File: config.mk
export PLATFORM = sky130hd
export DESIGN_NAME = jpc_fetch
export DESIGN_NICKNAME = d
export VERILOG_FILES = /design/src/rtl/jpc_fetch.sv
export SDC_FILE = /design/constraint.sdc
export NUM_CORES = 1
export LEC_CHECK = 0
export CORE_UTILIZATION = 45
export CTS_CLUSTER_SIZE = 20
export DETAILED_ROUTE_END_ITERATION = 8
export DONT_BUFFER_PORTS = 1
export GPL_ROUTABILITY_DRIVEN = 0
export SYNTH_ARGS = -nofsm -noshare
export SYNTH_HDL_FRONTEND = slang
export SYNTH_SLANG_ARGS = --single-unit
File: constraint.sdc
create_clock -name clk -period 1.8 [get_ports clk]
set_input_delay 0.54 -clock clk [delete_from_list [all_inputs] [get_ports clk]]
set_output_delay 0.54 -clock clk [all_outputs]
set_load 0.02 [all_outputs]
File: src/rtl/jpc_fetch.sv
// jpc_fetch: instruction fetch unit sitting on the consumer side of jpc_pc.
// It reads the current PC, fetches one word over a req/ack memory handshake,
// strobes the next PC back into jpc_pc, and holds the fetched instruction in a
// one-entry valid/ready buffer for decode. Branch redirects flush the buffer;
// a fetch already in flight when a branch arrives is drained and discarded.
module jpc_fetch #(
  parameter int JPC_ADDRESS_WIDTH = 32,
  parameter int JPC_DATA_WIDTH    = 32
) (
  input  logic                         clk,
  input  logic                         rst,
  input  logic [JPC_ADDRESS_WIDTH-1:0] pc_I,
  output logic [JPC_ADDRESS_WIDTH-1:0] next_pc_O,
  output logic                         pc_enable_O,
  output logic                         imem_req_O,
  output logic [JPC_ADDRESS_WIDTH-1:0] imem_addr_O,
  input  logic                         imem_ack_I,
  input  logic [JPC_DATA_WIDTH-1:0]    imem_rdata_I,
  input  logic                         branch_valid_I,
  input  logic [JPC_ADDRESS_WIDTH-1:0] branch_target_I,
  output logic                         inst_valid_O,
  output logic [JPC_DATA_WIDTH-1:0]    inst_O,
  output logic [JPC_ADDRESS_WIDTH-1:0] inst_pc_O,
  input  logic                         inst_ready_I
);

  localparam int AW = JPC_ADDRESS_WIDTH;
  localparam int DW = JPC_DATA_WIDTH;

  typedef enum logic [1:0] {
    S_IDLE  = 2'd0,
    S_REQ   = 2'd1,
    S_ADV   = 2'd2,
    S_DRAIN = 2'd3
  } state_t;

  state_t          state_q, state_d;
  logic            req_q, req_d;
  logic            pc_en_q, pc_en_d;
  logic [AW-1:0]   addr_q, addr_d;
  logic [AW-1:0]   next_pc_q, next_pc_d;
  logic            inst_vld_q, inst_vld_d;
  logic [DW-1:0]   inst_q, inst_d;
  logic [AW-1:0]   inst_pc_q, inst_pc_d;
  logic [AW-1:0]   tgt_q, tgt_d;

  logic            buf_free;
  logic [AW-1:0]   branch_tgt;
  logic [AW-1:0]   pc_aligned;
  logic [AW-1:0]   addr_plus4;

  // Byte-offset bits of the incoming addresses are deliberately dropped.
  logic unused_low_bits;
  assign unused_low_bits = ^{pc_I[1:0], branch_target_I[1:0]};

  assign branch_tgt = {branch_target_I[AW-1:2], 2'b00};
  assign pc_aligned = {pc_I[AW-1:2], 2'b00};
  // Wraps modulo 2^AW, so the top word rolls over to address 0.
  assign addr_plus4 = addr_q + {{(AW-3){1'b0}}, 3'b100};
  // The buffer can accept a new fetch if empty or being dequeued this cycle.
  assign buf_free   = !inst_vld_q || inst_ready_I;

  // Next-state logic for the fetch FSM, instruction buffer and redirect target.
  always_comb begin
    state_d    = state_q;
    addr_d     = addr_q;
    next_pc_d  = next_pc_q;
    inst_vld_d = inst_vld_q;
    inst_d     = inst_q;
    inst_pc_d  = inst_pc_q;
    tgt_d      = tgt_q;

    if (inst_vld_q && inst_ready_I) begin
      inst_vld_d = 1'b0;
    end

    case (state_q)
      S_IDLE: begin
        if (branch_valid_I) begin
          next_pc_d = branch_tgt;
          state_d   = S_ADV;
        end else if (buf_free) begin
          addr_d  = pc_aligned;
          state_d = S_REQ;
        end
      end
      S_REQ: begin
        if (imem_ack_I) begin
          if (branch_valid_I) begin
            next_pc_d = branch_tgt;
          end else begin
            inst_d     = imem_rdata_I;
            inst_pc_d  = addr_q;
            inst_vld_d = 1'b1;
            next_pc_d  = addr_plus4;
          end
          state_d = S_ADV;
        end else if (branch_valid_I) begin
          state_d = S_DRAIN;
        end
      end
      S_ADV: begin
        // A branch here re-strobes jpc_pc with the target; the later load wins.
        if (branch_valid_I) begin
          next_pc_d = branch_tgt;
          state_d   = S_ADV;
        end else begin
          state_d = S_IDLE;
        end
      end
      S_DRAIN: begin
        // Stale data is thrown away; the most recent branch target is used.
        if (imem_ack_I) begin
          next_pc_d = branch_valid_I ? branch_tgt : tgt_q;
          state_d   = S_ADV;
        end
      end
      default: state_d = S_IDLE;
    endcase

    if (branch_valid_I) begin
      tgt_d      = branch_tgt;
      inst_vld_d = 1'b0;
    end

    req_d   = (state_d == S_REQ) || (state_d == S_DRAIN);
    pc_en_d = (state_d == S_ADV);
  end

  // All state and registered Moore outputs; async active-low reset clears everything.
  always_ff @(posedge clk or negedge rst) begin
    if (!rst) begin
      state_q    <= S_IDLE;
      req_q      <= 1'b0;
      pc_en_q    <= 1'b0;
      addr_q     <= '0;
      next_pc_q  <= '0;
      inst_vld_q <= 1'b0;
      inst_q     <= '0;
      inst_pc_q  <= '0;
      tgt_q      <= '0;
    end else begin
      state_q    <= state_d;
      req_q      <= req_d;
      pc_en_q    <= pc_en_d;
      addr_q     <= addr_d;
      next_pc_q  <= next_pc_d;
      inst_vld_q <= inst_vld_d;
      inst_q     <= inst_d;
      inst_pc_q  <= inst_pc_d;
      tgt_q      <= tgt_d;
    end
  end

  assign imem_req_O   = req_q;
  assign imem_addr_O  = addr_q;
  assign pc_enable_O  = pc_en_q;
  assign next_pc_O    = next_pc_q;
  assign inst_valid_O = inst_vld_q;
  assign inst_O       = inst_q;
  assign inst_pc_O    = inst_pc_q;

endmodule

==> flow_metrics.tcl, run 1 <==
set metrics [dict create \
    status "complete, but fails checks" \
    failed_checks "hold timing" \
    cp_data_arrival_time_ns 2.03 \
    slew_headroom_pct 61.2 \
    fill_cells 1471 \
    synth_edf_count 0 \
    cts_inserted_buffers 17 \
    worst_slew_pin_slew_ns 0.582 \
    io_pins 232 \
    syn_to_final_growth_pct 17.7 \
    setup_viol 0 \
    ys_seq_area_share_pct 54.4 \
    post_drt_wl_per_cell_um 20.0 \
    synthCells 747 \
    startpoint_type "flip-flop" \
    period_minus_slack_ns 1.74 \
    rsz0062_at_grt "yes" \
    cellPowerDensity_mw_per_mm2 1530 \
    final_cell_mix "nand2_1, dfrtp_1, buf_4, o21ai_0, mux2_2" \
    clk_latency_ns 0.42 \
    cts_setup_buffers 0 \
    ir_drop_v 0.000778 \
    drtAntennaViolNets 0 \
    ys_types 54 \
    final_layout_size_suffix_gt1_share_pct 21.1 \
    utilization_pct 54.4 \
    grt-ovfl-total 0 \
    worstSetupPathType "reg -> reg" \
    portBuffers 0 \
    core_area_mm2 0.0159 \
    worstPathRequired_ns 2.09 \
    wirelength_mm 20.4 \
    grt_max_degree 161 \
    cts.path.max_buffers 2 \
    grt_pass1_wl_mm 31.3 \
    whs_ns -0.183 \
    comb_power_share_pct 23.1 \
    fp-row-count 46 \
    hold_viol 160 \
    hpwl_mm 14.6 \
    worst_clock_skew_ns 0.00809 \
    setup_tns_ns 0 \
    min_path_type "in -> async" \
    switching_share_pct 38.5 \
    viasPerCell 5.58 \
    drv_cap 0 \
    initial_core_util_pct 46.2 \
    syn_avg_cell_area_um2 9.86 \
    h-tree-depth 4 \
    cts-root-buf "clkbuf_16" \
    dieWidth_um 130 \
    ys_ff_latch 160 \
    end_kind "flip-flop" \
    numClockSinks 160 \
    vias 5678 \
    die_area_mm2 0.0169 \
    final_nets 890 \
    clk_pin_slew_worst_paths_ns 0.06 \
    grt_util_all_layers_pct 24.6 \
    path_max_fanout 12 \
    p_clk_share_pct 28.1 \
    power_mw 13.2 \
    seqPwrFrac_pct 48.8 \
    cell_internal_pwr_mw 8.14 \
    finalCritPeriodShare_pct 96.4 \
    first_global_vias 5873 \
    drcViolationCount 0 \
    layout_commonest_cell "nand2_1" \
    fmax_ghz 0.576 \
    yosys_warnings 0 \
    syn_area_mm2 0.00736 \
    synth_ff_type "dfrtp_1" \
    drt_iter0_drc 465 \
    cts_tree "done" \
    antenna_found_initial 0 \
    die_y_um 130 \
    drv_slew 0 \
    post_dp_cell_area_mm2 0.00801 \
    leakagePower_nw 3.95 \
    async_flop_share_pct 100 \
    fin_area_mm2 0.00867 \
    antennaDiodeCount 0 \
    switchingPower_mw 5.09 \
    drtPass1Iterations 5 \
]
## worst paths after layout
path | endpoint | start | cells after the start | slack (ns)
worst min-delay path | next_pc_O[1]$_DFFE_PN0P_ | rst | 0 | -0.18
worst min register to register | tgt_q[23]$_DFF_PN0_ | tgt_q[23]$_DFF_PN0_ | 1 | 0.51
min in group clk | tgt_q[0]$_DFF_PN0_ | branch_valid_I | 1 | 0.21
max in group asynchronous | next_pc_O[17]$_DFFE_PN0P_ | rst | 0 | 1.61
worst max register to register | next_pc_O[29]$_DFFE_PN0P_ | state_q[0]$_DFF_PN0_ | 7 | 0.06
worst max-delay path | next_pc_O[29]$_DFFE_PN0P_ | state_q[0]$_DFF_PN0_ | 7 | 0.06
## synthesized netlist by cell type, types with 3 or more instances
cell type	number	area share (%)
nor2_1	20	1.0
clkbuf_1	17	0.87
o22ai_1	14	1.2
nor2b_1	5	0.42
nand2b_1	5	0.42
xor2_1	14	1.7
o32ai_1	5	0.59
xnor2_1	11	1.3
a22o_1	5	0.59
inv_1	16	0.82
buf_4	5	0.51
buf_1	6	0.31
buf_2	15	1.0
nand4_1	11	0.93
buf_6	6	0.92
nand2_1	219	11
o21ai_0	47	3.2
a21oi_1	31	2.1
nand3_1	24	1.6
mux2_2	48	7.3
dfrtp_1	160	54
o211ai_1	10	1.0
a31oi_1	3	0.25
mux2i_1	3	0.41
a221o_1	10	1.4
## cell families (layout without fill, tap and decap cells)
logic type	count (synthesis)	in the layout	share of synthesized area, %
and+or+nand+nor	301	301	18.0
DFF	160	160	54.4
AOI/OAI and AO/OA	142	142	12.2
buffers and inverters	66	117	4.49
muxes	51	51	7.75
xor gates and xnor gates	25	25	2.97
adders and majority gates	1	1	0.170
other	1	4	0.0509
## sequential cells by signal, summed over array words and instances, names as in the netlist
| register | count |
|---|---|
| inst_valid_O | 1 |
| imem_addr_O | 30 |
| state_q | 2 |
| tgt_q | 32 |
| inst_pc_O | 30 |
| inst_O | 32 |
| pc_enable_O | 1 |
| next_pc_O | 32 |
## power by group through the flow
stage	logic [mW]	clock network [mW]	registers, mW
after floorplan	1.63	0	6.66
after global placement	2.92	0	6.48
after detailed placement	3.05	0	6.49
after CTS	3.05	3.79	6.46
after global routing	3.38	3.95	6.58
final	3.06	3.72	6.46
## worst max-delay path, stage by stage, from the launching register on
cell,delay (ns)
dfrtp_1,0.41
buf_4,0.22
nand2b_2,0.13
buf_4,0.19
o32ai_1,0.26
a21oi_1,0.11
a21oi_1,0.18
o22ai_1,0.10
## cell type report
cell class / instances / area [um2] / area share, %
tap: 216 / 270 / 3.12
clock buffer: 17 / 425 / 4.91
multi-input combinational: 524 / 3140 / 36.3
inverter: 17 / 67.6 / 0.779
clock inverter: 15 / 180 / 2.08
sequential: 160 / 4010 / 46.2
timing repair buffer: 68 / 577 / 6.65
## stage by stage
stage                     hold slack (ns)  worst slack [ns]  std cells
after floorplan                     0.244            -0.189        750
after global placement              0.249           -0.0253        985
after detailed placement            0.249           -0.0382        985
after CTS                          -0.201           0.00160       1017
after global routing               -0.210           -0.0277       1017
final                              -0.183            0.0646       1017
## per-layer routing
metal | global-route usage, % | part of all wire (%)
met1 | 30.5 | 41
met2 | 40.4 | 49
met3 | 8.57 | 8.2
met4 | 7.87 | 1.5
met5 | 0 | 0
## repair_timing
item                                   CTS  global route
endpoints found under the hold margin  160           160
pin swaps                                0             3
setup endpoints to repair                1            20
gates resized for setup                  1            10
(Power assumes the default switching activity.)
==> run 2, diff against run 1 <==
==> constraint.sdc (replaced) <==
create_clock -name clk -period 1.76 [get_ports clk]
set_input_delay 0.528 -clock clk [delete_from_list [all_inputs] [get_ports clk]]
set_output_delay 0.528 -clock clk [all_outputs]
set_load 0.02 [all_outputs]
==> run 2 against run 1 <==
Compared with the run above:
- cell area up 3.3%
- register-to-register slack worse by 0.02 ns
- setup slack worse by 0.015 ns
- sequential share of layout area down 1.5 points
- total power up 4.9%
- largest power group unchanged
- clock power up 8.3%
- the run still ends with hold timing left
- flip-flop and latch count unchanged
- clock-buffer cell count up 3
- critical path depth down 1
==> flow_metrics.tcl, run 2 (synthesized netlist as in run 1, its figures left out) <==
set metrics [dict create \
    viasPerCell 5.66 \
    finalCritPeriodShare_pct 97.2 \
    core_area_mm2 0.0159 \
    fmax_ghz 0.585 \
    cts-root-buf "clkbuf_16" \
    vias 5855 \
    final_layout_size_suffix_gt1_share_pct 23.5 \
    final_cell_mix "nand2_1, dfrtp_1, buf_4, o21ai_0, mux2_2" \
    worst_clock_skew_ns 0.00677 \
    grt-ovfl-total 0 \
    final_nets 907 \
    setup_slack_ns 0.0492 \
    drv_slew 0 \
    grtUsageMet2_pct 38.7 \
    multi_input_area_mm2 0.00319 \
    layout_commonest_cell "nand2_1" \
    pre_cts_slack_ns -0.0613 \
    worstSetupPathType "reg -> reg" \
    portBuffers 0 \
    io_pins 232 \
    hpwl_mm 14.6 \
    numClockSinks 160 \
    die_area_mm2 0.0169 \
    wirelength_mm 20.9 \
    grt.met3_usage_pct 8.65 \
    power_mw 13.9 \
    drtAntennaViolNets 0 \
    first_global_vias 5756 \
    fp-row-count 46 \
    dieWidth_um 130 \
    antennaDiodeCount 0 \
    startpoint "imem_addr_O[9]$_DFFE_PN0P_" \
    cts_tree "done" \
    min_path_type "in -> async" \
    startpoint_type "flip-flop" \
    fill_cells 1418 \
    cp_data_arrival_time_ns 2.02 \
    fin_area_mm2 0.00896 \
    final-seq-area_mm2 0.00401 \
    rsz0062_at_grt "yes" \
    drt_iter0_drc 366 \
    reg2reg_depth 6 \
    drv_cap 0 \
    cts.path.max_buffers 2 \
    rr_endpoint "next_pc_O[10]$_DFFE_PN0P_" \
    grt_max_degree 161 \
    grt_busiest_layer "met2" \
    r2r-start "imem_addr_O[9]$_DFFE_PN0P_" \
    failed_checks "hold timing" \
    cts_inserted_buffers 17 \
    clk_pin_slew_worst_paths_ns 0.07 \
    initial_core_util_pct 46.2 \
    clk_latency_ns 0.43 \
    grtUsageMet1_pct 30.2 \
    status "complete, but fails checks" \
    path_max_fanout 6 \
    cellPowerDensity_mw_per_mm2 1550 \
    worstPathRequired_ns 2.07 \
    end_kind "flip-flop" \
    setup_viol 0 \
    period_minus_slack_ns 1.71 \
    grt_util_all_layers_pct 24.3 \
    h-tree-depth 4 \
    post_dp_cell_area_mm2 0.00808 \
    hold_viol 160 \
    drcViolationCount 0 \
    post_drt_wl_per_cell_um 20.2 \
    syn_to_final_growth_pct 21.6 \
    drtPass1Iterations 5 \
    die_y_um 130 \
    ir_drop_v 0.000837 \
    antenna_found_initial 0 \
    grt_pass1_wl_mm 30.8 \
    leakagePower_nw 4.10 \
    rrSetupSlack_ns 0.05 \
    whs_ns -0.203 \
]
run 2: timing repair:
action	4_1_cts	5_1_grt
pin swaps	1	8
cloned	0	2
endpoints found under the setup margin	9	48
resized for setup	6	17
buffers inserted	0	8
hold endpoints to repair	160	160
run 2: worst max-delay path by stage:
| stage | endpoint | slack [ns] | cells past startpoint |
|---|---|---|---|
| after floorplan | imem_addr_O[10]$_DFFE_PN0P_ | -0.22 | 6 |
| after global placement | imem_addr_O[7]$_DFFE_PN0P_ | -0.03 | 4 |
| after detailed placement | imem_addr_O[3]$_DFFE_PN0P_ | -0.06 | 4 |
| after CTS | next_pc_O[15]$_DFFE_PN0P_ | 0.0005 | 7 |
| after global routing | next_pc_O[24]$_DFFE_PN0P_ | -0.02 | 7 |
| final | next_pc_O[10]$_DFFE_PN0P_ | 0.05 | 6 |
run 2: stage by stage:
step | instances | util [%] | hold slack, ns | setup TNS (ns)
after global routing | 1034 | 56.2 | -0.227 | -0.0551
after global placement | 992 | 50.7 | 0.238 | -0.131
after CTS | 1024 | 54.9 | -0.218 | 0
after detailed placement | 992 | 50.7 | 0.238 | -0.577
after floorplan | 750 | - | 0.232 | -4.79
final | 1034 | 56.2 | -0.203 | 0
run 2: cell type report:
class / count / area share [%]
clock buffers: 20 / 5.21
clock inverters: 12 / 2.03
inverters: 17 / 0.754
multi-input cells: 524 / 35.6
well taps: 216 / 3.02
flip-flops and latches: 160 / 44.8
repair buffers: 85 / 8.66
run 2: layer usage:
layer | wire (um) | part of all wire (%)
met1 | 8670 | 41
met2 | 9910 | 47
met3 | 1770 | 8.5
met4 | 546 | 2.6
met5 | 0 | 0
run 2: report_power, final:
group / total [mW] / switching, mW / internal, mW
Combinational: 3.23 / 1.82 / 1.41
Clock: 4.03 / 1.53 / 2.50
Sequential: 6.63 / 1.88 / 4.75
run 2: critical path, cell delays in order, from the launching register on:
cell and delay, ns:
dfrtp_1 0.39, nand4_4 0.21, buf_4 0.19, nor2_1 0.12
xnor2_1 0.21, o21ai_0 0.13, a221o_1 0.33
